## config.mk

```make
export PLATFORM = sky130hd
export DESIGN_NAME = instruction_fetch_unit
export DESIGN_NICKNAME = d
export VERILOG_FILES = /design/src/rtl/instruction_fetch_unit.sv
export SDC_FILE = /design/constraint.sdc
export NUM_CORES = 1
export LEC_CHECK = 0
export ABC_CLOCK_PERIOD_IN_PS = 5050
export BUFFER_PORTS_ARGS = -buffer_cell sky130_fd_sc_hd__buf_2
export CORE_ASPECT_RATIO = 1.1
export CORE_MARGIN = 2
export CORE_UTILIZATION = 45
export DETAILED_ROUTE_END_ITERATION = 12
export GPL_TIMING_DRIVEN = 0
export PLACE_DENSITY = 0.69
export REMOVE_ABC_BUFFERS = 1
export SLEW_MARGIN = 10
export SYNTH_ARGS = -nofsm -noshare
export SYNTH_HDL_FRONTEND = slang
export SYNTH_SLANG_ARGS = --single-unit
```

## constraint.sdc

```tcl
create_clock -name clock -period 5.05 [get_ports clock]
set_input_delay 0.2525 -clock clock [delete_from_list [all_inputs] [get_ports clock]]
set_output_delay 0.2525 -clock clock [all_outputs]
set_load 0.01 [all_outputs]
```

## src/rtl/instruction_fetch_unit.sv

```systemverilog
// Fetch stage: five byte reads per 40-bit instruction, pc ownership and jump redirect; 6 cycles first read to ins_valid.
// Backpressure: instruction is held with mem_rd idle while ins_valid && !ins_ready; next fetch issues the cycle after acceptance.
module instruction_fetch_unit #(
  parameter logic [15:0] RESET_PC = 16'h0000
) (
  input  logic        clock,
  input  logic        reset,
  output logic [15:0] mem_addr,
  output logic        mem_rd,
  input  logic [7:0]  mem_data,
  output logic        ins_valid,
  input  logic        ins_ready,
  output logic [7:0]  ins_identifier,
  output logic [15:0] argument1,
  output logic [15:0] argument2,
  output logic [15:0] ins_pc,
  input  logic        jump_valid,
  input  logic [15:0] jump_target,
  output logic [15:0] pc
);

  typedef enum logic {FETCH, HOLD} stateT;

  stateT       state;
  stateT       stateNext;
  logic [2:0]  issueCnt;
  logic [2:0]  captureCnt;
  logic        dataValid;
  logic        accept;
  logic        restart;
  logic        doIssue;
  logic        captureByte;
  logic        lastByte;
  logic [2:0]  issueIdx;
  logic [15:0] pcNext;
  logic [15:0] baseNext;
  logic [15:0] fetchAddr;

  assign ins_valid = (state == HOLD);

  always_comb begin
    accept      = ins_valid && ins_ready;
    restart     = jump_valid || accept;
    pcNext      = pc;
    if (jump_valid) begin
      pcNext = jump_target;
    end else if (accept) begin
      pcNext = pc + 16'd1;
    end
    // A byte arriving on a jump edge belongs to the abandoned fetch.
    captureByte = (state == FETCH) && dataValid && !jump_valid;
    lastByte    = captureByte && (captureCnt == 3'd4);
    doIssue     = restart || ((state == FETCH) && (issueCnt < 3'd5));
    issueIdx    = restart ? 3'd0 : issueCnt;
    baseNext    = {pcNext[13:0], 2'b00} + pcNext;
    fetchAddr   = baseNext + {13'd0, issueIdx};
    stateNext   = state;
    if (restart) begin
      stateNext = FETCH;
    end else if (lastByte) begin
      stateNext = HOLD;
    end
  end

  always_ff @(posedge clock) begin
    if (reset) begin
      state <= FETCH;
    end else begin
      state <= stateNext;
    end
  end

  always_ff @(posedge clock) begin
    if (reset) begin
      pc             <= RESET_PC;
      issueCnt       <= 3'd0;
      captureCnt     <= 3'd0;
      dataValid      <= 1'b0;
      mem_rd         <= 1'b0;
      mem_addr       <= 16'd0;
      ins_identifier <= 8'd0;
      argument1      <= 16'd0;
      argument2      <= 16'd0;
      ins_pc         <= 16'd0;
    end else begin
      pc        <= pcNext;
      mem_rd    <= doIssue;
      dataValid <= mem_rd && !jump_valid;
      if (doIssue) begin
        mem_addr <= fetchAddr;
        issueCnt <= issueIdx + 3'd1;
      end
      if (restart) begin
        captureCnt <= 3'd0;
      end else if (captureByte) begin
        captureCnt <= captureCnt + 3'd1;
        case (captureCnt)
          3'd0: begin
            ins_identifier <= mem_data;
            ins_pc         <= pc;
          end
          3'd1: argument1[15:8] <= mem_data;
          3'd2: argument1[7:0]  <= mem_data;
          3'd3: argument2[15:8] <= mem_data;
          3'd4: argument2[7:0]  <= mem_data;
          default: ;
        endcase
      end
    end
  end

endmodule

```

==> impl_results.md <==
* GRT Total Usage at 20.2%
* Largest net degree at the start of global routing at 78
* Worst endpoint required time at 5.27 ns
* Num rows at 39
* Worst-path fanout max at 10
* Vias in the first global route at 3,937
* Cell Area, Synth at 4870 sq um
* Post-Syn Area per Cell at 8.00 sq um
* RSZ-0062 raised after global routing: no
* Pwr per Cell Area at 300 nW/um^2
* Cells resized by post-CTS repair at 0
* Post-synth ARST share at 0%
* Peak VDD IR at 0.000205 V
* Post-layout min period at 3.93 ns
* Clock Pin Slew Worst Setup and Hold Paths at 0.07 ns
* Total number of vias at 4,321
* EDFF count, synth at 0
* CTS Sinks at 97
* Slowest CP cell: dfxtp_1
* DRT Pass-1 Iters at 5
* Netlist cell types at 51
* First-pass GRT wire length at 18.9 mm
* Seq cells post-synth at 97
* Die span in y at 113 microns
* Worst-Skew Late Latency at 0.34 ns
* Post-synth top flop: dfxtp_1
* # setup viols final at 0
* Fin. max-slew vios at 0
* Area leader, netlist: dfxtp_1
* Routed WL at 11.7 mm
* Biggest cell delay along the critical path at 0.57 ns
* Setup TNS at 0 ns
* Post-CTS Setup Repair Bufs at 0
* Total congestion overflow at 0
* Wirelength per Cell at 13.8 microns
* CP top delay family: compound AO/OA/AOI/OAI gates
* Hold/Removal Path Class: in -> reg
* Synth warn at 0
* Hpwl dp at 8.69 mm
* Clock root cell: clkbuf_16
* Synth area leaders: dfxtp_1 40%, nand2_1 11%, a21oi_1 9.0%
* Via density per instance at 5.08
* DIE WIDTH at 103 microns
* Post-route ant nets at 0
* Antenna Diode Count at 0
* Layout Cells excl Fill at 851
* Cts hold-fix bufs at 0
* Core Util, Final at 54.9%
* Input/output buffers at 117
* # Max-Cap Violations at 0
* Initial antenna violation count at 0
* Area grow syn2layout at 18.2%
* Buf/Inv on CP at 2
* 1st-iter DRT viols at 219
* Seq/Total Area, Yosys at 39.9%
* Cells after Synth at 609
* CP Class: reg -> reg
* Clock buffer depth at 2
* Top cell type's share of synthesized area at 39.9%
* Peak Freq at 255 MHz
* Worst Skew at 0.00639 ns
* Flip-flop and latch area at 1940 sq um
* CTS H-tree depth at 3
* TritonCTS clock tree: built
* GPL Wtd Cong at 0.829
* Share of cells above drive strength 1 at 20.5%
* I/O pins at 118
* Core outline area at 10,500 sq um
* Nets@finish at 760
* Post-route clock period utilization at 77.8%
* Status: complete, no violations
* Placed Cells incl. Taps at 835
* Hold Vio Cnt, Final at 0
* Slew @ Worst Pin at 1.10 ns
* Data arrival, critical path at 4.15 ns
* Initial Utilization at 46.4%
* CTS buffer count at 9
* Worst setup EP type: register
* Pleak at 2.52 nW
* Footprint of the multi-input gates at 2680 sq um
* Critical path startpoint category: register
* Fill cell count at 1,002
* Cell breakdown of the critical path: and2_1 -> xnor2_1 -> o21ai_0 -> ha_1 -> inv_1 -> xnor2_1 -> inv_1 -> ha_1 -> a21o_1 -> a21oi_1 -> o31a_1 -> nor4_1 -> or4_1 -> nand3_1 -> a21oi_1
* Die area at 11,700 sq um
* Slew HR at 26.6%
* Post-route DRC at 0
==> registers in the layout, summed over array words and instances, names as in the netlist <==
name and count:
ins_valid 1, mem_addr 16, dataValid 1, argument2 16
mem_rd 1, ins_pc 16, captureCnt 3, issueCnt 3
argument1 16, pc 16, ins_identifier 8
==> cells in the mapped netlist (all sizes together), types with 2 or more instances <==
library cell	instances
a211o	2
a211oi	6
a21o	4
a21oi	92
a31oi	3
and2	5
and3	3
buf	14
clkbuf	21
clkinv	2
dfxtp	97
ha	28
inv	14
mux2i	5
nand2	142
nand2b	8
nand3	24
nand3b	2
nand4	6
nor2	46
nor2b	6
nor3	2
nor3b	4
nor4	3
o211ai	2
o21ai	16
o21bai	3
o31ai	2
or3	3
xnor2	15
xor2	20
==> tightest hold or removal path, delay by kind of cell <==
kind / cells / cell delay [ns]
and+or+nand+nor: 1 / 0.06
buffers and inverters: 1 / 0.14
AOI/OAI and AO/OA: 1 / 0.05
==> through the flow <==
step / area, sq um / hold WS [ns] / power [mW] / worst slack, ns
floorplan: 4680 / 0.322 / 0.994 / 1.64
global placement: 5440 / 0.438 / 1.08 / 1.19
detailed placement: 5470 / 0.441 / 1.09 / 1.17
CTS: 5750 / 0.206 / 1.74 / 1.18
global route: 5760 / 0.208 / 1.81 / 0.814
finish: 5760 / 0.211 / 1.72 / 1.12
==> kinds of logic after synthesis <==
| group | count (synthesis) | synth area share, % |
|---|---|---|
| simple gates | 258 | 24.5 |
| xor+xnor | 35 | 6.29 |
| fa+ha+maj | 29 | 7.60 |
| mux | 5 | 1.03 |
| compound gates | 134 | 15.5 |
| flops | 97 | 39.9 |
| buf+inv | 51 | 5.21 |
==> layout make-up <==
cell class | instances | area share, %
multi-input cells | 461 | 46.6
flip-flops and latches | 97 | 33.7
repair buffers | 118 | 10.7
clock buffers | 10 | 3.98
well taps | 143 | 3.11
inverters | 16 | 1.04
clock inverters | 6 | 0.891
==> metal layers <==
layer  vias to the layer above  GRT usage (%)  routed length [microns]
met2                       106           33.0                     5600
met1                      1968           26.7                     5330
met5                         -              0                        0
met4                         0           6.14                      126
li1                       2237              -                        -
met3                        10           4.01                      692
==> worst paths after layout <==
| kind | depth (start not counted) | startpoint | endpoint | slack (ns) |
|---|---|---|---|---|
| setup / recovery | 15 | ins_valid | mem_addr[14] | 1.12 |
| setup reg to reg | 15 | ins_valid | mem_addr[14] | 1.12 |
| hold / removal | 3 | mem_data[4] | argument2[12] | 0.21 |
| hold reg to reg | 2 | mem_addr[7] | mem_addr[7] | 0.45 |
==> layout by cell type, fill, tap and decap left out, types with 3 or more instances in the layout <==
cell type,netlist,routed
o21ai_0,6,6
nor2b_1,6,6
o21ai_1,10,10
or3_1,3,3
mux2i_1,5,5
a21oi_2,4,4
and2_1,5,5
and3_1,3,3
nor3b_2,2,3
inv_6,0,3
buf_2,5,116
clkbuf_16,0,9
nand2b_1,8,8
inv_1,14,14
xnor2_1,15,15
a31oi_1,3,3
nand3_1,23,23
dfxtp_1,97,97
o21bai_1,3,3
nor2_1,46,46
a21oi_1,88,88
ha_1,28,28
a211oi_1,6,6
xor2_1,20,20
nand2_1,142,142
nand4_1,4,4
a21o_1,4,4
==> power breakdown <==
part	total, mW	internal, mW	switching, mW
clock	0.649	0.342	0.307
combinational	0.255	0.106	0.149
sequential	0.821	0.795	0.0262
Power figures use the tool's default switching activity.
